<file path="config.mk">
export PLATFORM = sky130hd
export DESIGN_NAME = cmd_arbiter
export DESIGN_NICKNAME = d
export VERILOG_FILES = /design/src/rtl/cmd_arbiter_pkg.sv /design/src/rtl/tag_queue.sv /design/src/rtl/cmd_arbiter.sv
export SDC_FILE = /design/constraint.sdc
export NUM_CORES = 1
export LEC_CHECK = 0
export CORE_AREA = 2 2 78 95
export DETAILED_ROUTE_END_ITERATION = 8
export DIE_AREA = 0 0 80 97
export HOLD_SLACK_MARGIN = 0.05
export MAX_ROUTING_LAYER = met4
export PLACE_DENSITY = 0.73
export SYNTH_ARGS = -nofsm -noshare
export SYNTH_HDL_FRONTEND = slang
export SYNTH_SLANG_ARGS = --single-unit
</file>
<file path="constraint.sdc">
create_clock -name clk -period 3 [get_ports clk]
set_input_delay 0.6 -clock clk [delete_from_list [all_inputs] [get_ports clk]]
set_output_delay 0.6 -clock clk [all_outputs]
set_load 0.02 [all_outputs]
</file>
<file path="src/rtl/cmd_arbiter_pkg.sv">
// Shared command-word layout and sizing for the master-side command path.
// The command/response FIFOs and the memory-controller side use the same field map.
package cmd_arbiter_pkg;

    localparam int unsigned CMD_W    = 17;
    localparam int unsigned OP_BIT   = 16;
    localparam int unsigned ADDR_MSB = 15;
    localparam int unsigned ADDR_LSB = 8;
    localparam int unsigned DATA_MSB = 7;
    localparam int unsigned DATA_LSB = 0;
    localparam int unsigned ADDR_W   = ADDR_MSB - ADDR_LSB + 1;
    localparam int unsigned DATA_W   = DATA_MSB - DATA_LSB + 1;
    localparam int unsigned RSP_W    = 8;

    localparam int unsigned DEF_TAG_DEPTH = 16;
    localparam int unsigned DEF_CNT_W     = $clog2(DEF_TAG_DEPTH) + 1;

    localparam logic OP_WRITE = 1'b1;
    localparam logic OP_READ  = 1'b0;

    typedef struct packed {
        logic              op;
        logic [ADDR_W-1:0] addr;
        logic [DATA_W-1:0] data;
    } cmd_t;

    function automatic logic is_write(input cmd_t cmd);
        return cmd.op == OP_WRITE;
    endfunction

    function automatic logic is_read(input cmd_t cmd);
        return cmd.op == OP_READ;
    endfunction

endpackage

</file>
<file path="src/rtl/tag_queue.sv">
// Synchronous FIFO of 1-bit requester IDs, one entry per outstanding read.
// Pointers carry one extra bit so full/empty fall out of a plain subtraction.
module tag_queue #(
    parameter int unsigned DEPTH = 16
) (
    input  logic                       clk,
    input  logic                       rst,
    input  logic                       push,
    input  logic                       push_id,
    input  logic                       pop,
    output logic                       pop_id,
    output logic                       full,
    output logic                       empty,
    output logic [$clog2(DEPTH):0]     count
);

    localparam int unsigned AW    = $clog2(DEPTH);
    localparam int unsigned PTR_W = AW + 1;

    logic [DEPTH-1:0] mem;
    logic [PTR_W-1:0] wr_ptr;
    logic [PTR_W-1:0] rd_ptr;

    // Pointer update; the caller never pushes when full or pops when empty.
    always_ff @(posedge clk) begin
        if (rst) begin
            wr_ptr <= '0;
            rd_ptr <= '0;
        end else begin
            if (push) begin
                wr_ptr <= wr_ptr + PTR_W'(1);
            end
            if (pop) begin
                rd_ptr <= rd_ptr + PTR_W'(1);
            end
        end
    end

    // Storage needs no reset: entries are only read once written.
    always_ff @(posedge clk) begin
        if (push) begin
            mem[wr_ptr[AW-1:0]] <= push_id;
        end
    end

    always_comb begin
        count  = wr_ptr - rd_ptr;
        full   = (count == PTR_W'(DEPTH));
        empty  = (count == '0);
        pop_id = mem[rd_ptr[AW-1:0]];
    end

endmodule

</file>
<file path="src/rtl/cmd_arbiter.sv">
// Round-robin merge of two requesters onto the command FIFO, with read-tag
// tracking so each response word is routed back to the requester that asked.
module cmd_arbiter
    import cmd_arbiter_pkg::*;
#(
    parameter int unsigned TAG_DEPTH = DEF_TAG_DEPTH,
    parameter int unsigned CNT_W     = DEF_CNT_W
) (
    input  logic               clk,
    input  logic               rst,
    input  logic               req0_valid,
    input  logic [CMD_W-1:0]   req0_cmd,
    output logic               req0_ready,
    input  logic               req1_valid,
    input  logic [CMD_W-1:0]   req1_cmd,
    output logic               req1_ready,
    output logic               cmd_fifo_wr_en,
    output logic [CMD_W-1:0]   cmd_fifo_data,
    input  logic               cmd_fifo_full,
    output logic               resp_fifo_rd_en,
    input  logic [RSP_W-1:0]   resp_fifo_data,
    input  logic               resp_fifo_empty,
    output logic               rsp0_valid,
    output logic [RSP_W-1:0]   rsp0_data,
    output logic               rsp1_valid,
    output logic [RSP_W-1:0]   rsp1_data,
    output logic [CNT_W-1:0]   outstanding,
    output logic               err_orphan
);

    cmd_t req0_c;
    cmd_t req1_c;
    cmd_t issued_c;

    logic last_grant;
    logic elig0;
    logic elig1;
    logic grant0;
    logic grant1;

    logic tq_push;
    logic tq_pop;
    logic tq_pop_id;
    logic tq_full;
    logic tq_empty;
    logic orphan;

    assign req0_c = cmd_t'(req0_cmd);
    assign req1_c = cmd_t'(req1_cmd);

    // Reads wait on a full tag queue; writes never do, so they can bypass a stalled read.
    always_comb begin
        elig0 = req0_valid & (is_write(req0_c) | ~tq_full);
        elig1 = req1_valid & (is_write(req1_c) | ~tq_full);
    end

    // Grant: a sole eligible requester wins; on a tie the one not granted last wins.
    always_comb begin
        grant0 = 1'b0;
        grant1 = 1'b0;
        if (!rst && !cmd_fifo_full) begin
            if (elig0 && elig1) begin
                grant0 = last_grant;
                grant1 = ~last_grant;
            end else begin
                grant0 = elig0;
                grant1 = elig1;
            end
        end
    end

    // Zero-latency pass-through of the granted command.
    always_comb begin
        req0_ready     = grant0;
        req1_ready     = grant1;
        cmd_fifo_wr_en = grant0 | grant1;
        issued_c       = '0;
        if (grant0) begin
            issued_c = req0_c;
        end else if (grant1) begin
            issued_c = req1_c;
        end
        cmd_fifo_data  = CMD_W'(issued_c);
        tq_push        = cmd_fifo_wr_en & is_read(issued_c);
    end

    // Every available response word is popped; it is matched only if a tag is waiting.
    always_comb begin
        resp_fifo_rd_en = ~rst & ~resp_fifo_empty;
        tq_pop          = resp_fifo_rd_en & ~tq_empty;
        orphan          = resp_fifo_rd_en & tq_empty;
    end

    tag_queue #(
        .DEPTH (TAG_DEPTH)
    ) u_tag_queue (
        .clk     (clk),
        .rst     (rst),
        .push    (tq_push),
        .push_id (grant1),
        .pop     (tq_pop),
        .pop_id  (tq_pop_id),
        .full    (tq_full),
        .empty   (tq_empty),
        .count   (outstanding)
    );

    // Response routing, arbitration history and sticky orphan flag.
    always_ff @(posedge clk) begin
        if (rst) begin
            last_grant <= 1'b1;
            rsp0_valid <= 1'b0;
            rsp1_valid <= 1'b0;
            rsp0_data  <= '0;
            rsp1_data  <= '0;
            err_orphan <= 1'b0;
        end else begin
            rsp0_valid <= tq_pop & ~tq_pop_id;
            rsp1_valid <= tq_pop & tq_pop_id;
            if (tq_pop && !tq_pop_id) begin
                rsp0_data <= resp_fifo_data;
            end
            if (tq_pop && tq_pop_id) begin
                rsp1_data <= resp_fifo_data;
            end
            if (orphan) begin
                err_orphan <= 1'b1;
            end
            if (cmd_fifo_wr_en) begin
                last_grant <= grant1;
            end
        end
    end

endmodule

</file>
==> flow_summary.yaml, run 1 <==
critical_path:
  arrival_ps: 2950
  path_buf_inv: 5
  cp_max_fo: 7
  crit_required_ps: 2400
  setup.worst_path.start_class: "flip-flop"
  slowest_delay_ps: 490
  cpMaxStageDelayCell: "fa_2"
  endpoint_kind: "output pin"
  crit_chain: "inv_2 > ha_4 > inv_2 > fa_2 > nand3b_1 > a211o_2 > a221oi_4 > o2111a_2 > buf_12 > buf_6 > a22o_4 > buf_6"
  critPathTopFamily: "compound AO/OA/AOI/OAI gates"
  critPathKind: "flip-flop to output pin"
run_status:
  status: "finished, violations left"
  violations: "negative setup slack"
route:
  first_pass_iters: 4
  wire_per_inst_um: 15.3
  drc: 0
  ant_nets: 0
  dr.first_iter.drc_count: 86
  viasPerCell: 5.42
  drt_wl_total_um: 7600
  num_vias: 2693
sta:
  period_share_pct: 118
  setup_violations: 20
  worstMarginPinSlew_ps: 1180
  slew_headroom_pct: 18.9
  fin_skew_ps: 7.31
  max_freq_ghz: 0.282
  slew_violations: 0
  layout_setup_ws_ps: -547
  min_period_ps: 3550
  hold_viol: 0
  rsz0062_at_grt: "true"
power_and_ir_drop:
  clkPwrFrac_pct: 14.7
  combPwrFrac_pct: 59.7
  internal_power_mw: 1.81
  power.density_mw_per_mm2: 683
  leakagePower_nw: 1.95
  total_power_mw: 3.03
  p_sw_mw: 1.22
  irDropWorstVdd_mv: 0.588
  p_seq_share_pct: 25.6
  switching_share_pct: 40.3
die:
  rows: 33
  die_w_um: 80
  boundaryPins: 93
  initial_core_util_pct: 39.4
  fp.dieH_um: 97
  core_region_area_mm2: 0.00677
  dieArea_mm2: 0.00776
yosys:
  synth-seq-area-share_pct: 40.5
  synth_edf_count: 16
  ys_ff_latch: 46
  synth.cell_area_mm2: 0.00267
  yosys_most_used_dff: "dfxtp_1"
  synth_fp_nets: 323
  synth_top_area_cell: "dfxtp_1"
  synth_top_cell_area_share_pct: 22.5
  synthArstFlopShare_pct: 0
  ys_warn_count: 0
  syn_area_per_cell_um2: 10.1
  synth_cells: 265
  ys_top_cells_by_area: "dfxtp_1, edfxtp_1, a22o_2, o311ai_0, ha_1"
  synth_cell_types: 56
placed_design:
  dp_hpwl_um: 5630
  placed_area_mm2: 0.00413
  port_buffers: 92
  place.gp.congestion: 0.867
cells_and_area:
  most-common-layout-cells: "clkdlybuf4s50_1, buf_4, dfxtp_1"
  insertedDiodeCount: 0
  final_common_cell: "clkdlybuf4s50_1"
  fin_nets: 467
  stdcell_area_mm2: 0.00444
  area_growth_pct: 66.6
  layout-drive-gt1-share_pct: 32.9
  final_util_pct: 65.6
clock_tree:
  tritoncts: "built"
  cts_buffers: 5
  clock_latency_ps: 290
  cts_root_buf: "clkbuf_8"
  cts_sinks: 46
  path_clk_slew_ps: 80
  cts_buffer_depth: 2
  htree_num_levels: 2
global_routing:
  grt_antenna_before_repair: 0
  grt_pass1_vias: 2642
  grt_max_degree: 22
  grt_usage_pct: 20.0
  grt_pass1_wl_um: 12200
  grt-ovfl-total: 0
min_path:
  min_path_type: "flip-flop to flip-flop"
job:
  cap_violations: 0
[routing by layer]
layer | vias to the layer above | GRT usage (%) | share of wire, %
met5 | - | - | 0
met3 | 10 | 3.36 | 5.0
met1 | 1266 | 23.3 | 40
li1 | 1317 | - | -
met2 | 100 | 34.6 | 53
met4 | 0 | 6.26 | 1.4
[cell type report]
type,count,area (µm²)
timing repair buffer,154,1460
fill,557,2330
clock buffer,7,76.3
multi-input combinational,186,1620
inverter,16,60.1
tap,87,109
clock inverter,1,30.0
sequential,46,1080
[power by group through the flow]
stage / logic (mW) / clock network, mW / registers, mW
after floorplan: 0.874 / 0 / 0.880
final: 1.81 / 0.447 / 0.775
after detailed placement: 1.70 / 0 / 0.790
after global placement: 1.69 / 0 / 0.786
after CTS: 1.77 / 0.463 / 0.776
after global routing: 1.93 / 0.484 / 0.785
[cells in the mapped netlist, drive strengths merged, types with 4 or more instances]
library cell / count
ha: 9
o311ai: 16
o21ai: 4
and3: 17
mux4: 4
nor2: 9
nand4: 18
clkbuf: 11
dfxtp: 30
mux2i: 6
nand2: 27
edfxtp: 16
a22o: 16
a21oi: 11
nand3: 6
buf: 6
inv: 16
[worst paths after layout]
path | endpoint | cells past startpoint | start | slack (ps)
min reg2reg | err_orphan$_SDFFE_PP0P_ | 2 | err_orphan$_SDFFE_PP0P_ | 470
min | err_orphan$_SDFFE_PP0P_ | 2 | err_orphan$_SDFFE_PP0P_ | 470
max reg2reg | u_tag_queue.mem[0]$_DFFE_PP_ | 12 | u_tag_queue.wr_ptr[0]$_SDFFE_PP0P_ | 180
max | cmd_fifo_data[15] | 12 | u_tag_queue.wr_ptr[0]$_SDFFE_PP0P_ | -550
[flip-flops by register name (all words and copies together) (netlist names)]
name                cells
u_tag_queue.rd_ptr      5
rsp0_data               8
rsp0_valid              1
u_tag_queue.wr_ptr      5
rsp1_data               8
last_grant              1
rsp1_valid              1
u_tag_queue.mem        16
err_orphan              1
[stage by stage]
stage | cells | hold WS, ps | worst slack, ps | setup TNS, ps
after global routing | 497 | 506 | -645 | -11430
final | 497 | 471 | -547 | -9460
after CTS | 495 | 479 | -618 | -10690
after global placement | 479 | 453 | -638 | -11670
after detailed placement | 479 | 459 | -719 | -13050
after floorplan | 265 | 449 | -329 | -4290
[repair_timing]
action | 4_1_cts | 5_1_grt
endpoints found under the setup margin | 21 | 21
buffers inserted | 8 | 3
gates cloned | 1 | 0
pin swaps | 8 | 5
resized for setup | 127 | 10
hold buffers | 0 | 0
[worst min-delay path, delay by kind of cell (launching register included)]
| kind | cells | cell delay [ps] |
|---|---|---|
| DFF | 1 | 330 |
| and+or+nand+nor | 1 | 70 |
| AOI/OAI and AO/OA | 1 | 40 |
[cell families (layout without fill, tap and decap cells)]
logic type,after synthesis,count (layout),synth area share (%)
adder cells (fa/ha/maj),10,10,4.97
AO/OA/AOI/OAI,67,67,22.6
AND/OR/NAND/NOR,95,95,19.3
multiplexers,11,11,6.05
XOR/XNOR,3,3,1.27
buffers and inverters,33,178,5.30
flip-flops,46,46,40.5
No activity file was read; power rests on OpenSTA's default activity.
==> run 2, diff against run 1 <==
--- a/config.mk
+++ b/config.mk
@@ -13,2 +13,3 @@
 export PLACE_DENSITY = 0.73
+export SLEW_MARGIN = 10
 export SYNTH_ARGS = -nofsm -noshare
==> constraint.sdc (replaced) <==
create_clock -name clk -period 3 [get_ports clk]
set_input_delay 0.45 -clock clk [delete_from_list [all_inputs] [get_ports clk]]
set_output_delay 0.45 -clock clk [all_outputs]
set_load 0.02 [all_outputs]
==> run 2 against run 1 <==
  * The flow still finishes with violations (negative setup slack)
  * Clock power shrank 19%
  * Setup slack better by 89 ps
  * Final cell count shrank 1.2%
  * Combinational power is 4% higher
  * Fmax is 2.6% higher
  * Sequential share of layout area rose by 0.71 points
  * Via count is 1.4% lower
  * Critical path depth rose by 1
==> flow_summary.yaml, run 2 (synthesized netlist as in run 1, its figures left out) <==
critical_path:
  critPathTopFamily: "compound AO/OA/AOI/OAI gates"
  slowest_delay_ps: 440
  crit_chain: "inv_2 > ha_4 > inv_2 > fa_2 > nand3b_1 > buf_4 > a211oi_4 > o221ai_4 > a2111oi_4 > buf_4 > clkbuf_16 > a22o_4 > buf_6"
  cp-startpoint: "u_tag_queue.wr_ptr[0]$_SDFFE_PP0P_"
  cp_max_fo: 5
  endpoint_kind: "output pin"
  arrival_ps: 3010
  r2r-start: "u_tag_queue.wr_ptr[0]$_SDFFE_PP0P_"
  crit_required_ps: 2550
  setup.worst_path.start_class: "flip-flop"
  path_buf_inv: 6
  critPathKind: "flip-flop to output pin"
  cpMaxStageDelayCell: "fa_2"
die:
  die_w_um: 80
  rows: 33
  boundaryPins: 93
  initial_core_util_pct: 39.4
  core_region_area_mm2: 0.00677
  fp.dieH_um: 97
  dieArea_mm2: 0.00776
min_path:
  min-delay-start: "err_orphan$_SDFFE_PP0P_"
  min_path_type: "flip-flop to flip-flop"
global_routing:
  grt-ovfl-total: 0
  grt_pass1_wl_um: 12000
  grt_max_degree: 22
  grt_pass1_vias: 2613
  grt_usage_pct: 19.8
  grt_antenna_before_repair: 0
power_and_ir_drop:
  total_power_mw: 3.02
  leakagePower_nw: 1.87
  irDropWorstVdd_mv: 0.340
  power.density_mw_per_mm2: 699
  clkPwrFrac_pct: 12.1
  combPwrFrac_pct: 62.3
  internal_power_mw: 1.78
  switching_share_pct: 40.9
  p_seq_share_pct: 25.7
  p_sw_mw: 1.24
run_status:
  status: "finished, violations left"
  violations: "negative setup slack"
cells_and_area:
  layout-drive-gt1-share_pct: 31.2
  fin_nets: 462
  most-common-layout-cells: "clkdlybuf4s50_1, buf_4, dfxtp_1"
  insertedDiodeCount: 0
  largest_reg_flops: 16
  area_growth_pct: 61.9
  stdcell_area_mm2: 0.00432
  final_util_pct: 63.7
  final_common_cell: "clkdlybuf4s50_1"
clock_tree:
  tritoncts: "built"
  cts_buffer_depth: 2
  path_clk_slew_ps: 90
  cts_sinks: 46
  htree_num_levels: 2
  holdBufCountCts: 0
  cts_root_buf: "clkbuf_8"
  clock_latency_ps: 290
  cts_buffers: 5
placed_design:
  dpl_worst_slack_ps: -531
  place.gp.congestion: 0.884
  placed_area_mm2: 0.00407
  port_buffers: 92
  dp_hpwl_um: 5660
sta:
  layout_setup_ws_ps: -459
  period_share_pct: 115
  fin_skew_ps: 8.06
  max_freq_ghz: 0.289
  slew_violations: 0
  hold_viol: 0
  slew_headroom_pct: 20.6
  min_period_ps: 3460
  setup_violations: 20
  worstMarginPinSlew_ps: 1160
  finalSetupTns_ps: -7920
  rsz0062_at_grt: "true"
route:
  drt_wl_total_um: 7500
  viasPerCell: 5.41
  ant_nets: 0
  num_vias: 2656
  drc: 0
  first_pass_iters: 5
  dr.first_iter.drc_count: 92
  wire_per_inst_um: 15.3
job:
  cap_violations: 0
## run 2: cell type report
type	count	area, µm²
clock buffer	6	72.6
inverter	16	60.1
multi-input combinational	186	1570
tap	87	109
timing repair buffer	149	1420
sequential	46	1080
fill	553	2450
clock inverter	1	7.51
## run 2: metal layers
metal	vias to the layer above	wire length, µm	global-route usage (%)
li1	1307	-	-
met1	1247	3080	22.4
met2	95	3990	35.6
met3	7	343	2.71
met4	0	85	5.87
met5	-	0	-
## run 2: metrics by stage
stage | hold slack [ps] | std cells
2_1_floorplan | 449 | 265
3_3_place_gp | 456 | 472
3_5_place_dp | 459 | 472
4_1_cts | 478 | 487
5_1_grt | 497 | 491
6_report | 472 | 491
## run 2: repair_timing
item / 4_1_cts / 5_1_grt
resized for setup: 127 / 3
hold endpoints to repair: 0 / 0
cloned: 2 / 0
pin swaps: 9 / 4
endpoints found under the setup margin: 20 / 21
setup buffers: 7 / 7
## run 2: power by group through the flow
stage	sequential (mW)	clock (mW)	combinational (mW)
floorplan	0.880	0	0.874
global placement	0.786	0	1.69
detailed placement	0.789	0	1.72
CTS	0.776	0.370	1.83
global route	0.784	0.395	2.00
finish	0.775	0.364	1.88
## run 2: tightest hold or removal path, cell delays in order, from the launching register on
cell and delay (ps):
dfxtp_1 330, a21oi_1 40, nor2_1 70
## run 2: worst paths after layout
path	end	slack (ps)	cells after the start
hold reg to reg	err_orphan$_SDFFE_PP0P_	470	2
setup / recovery	cmd_fifo_data[8]	-460	13
hold / removal	err_orphan$_SDFFE_PP0P_	470	2
setup reg to reg	u_tag_queue.mem[10]$_DFFE_PP_	140	13
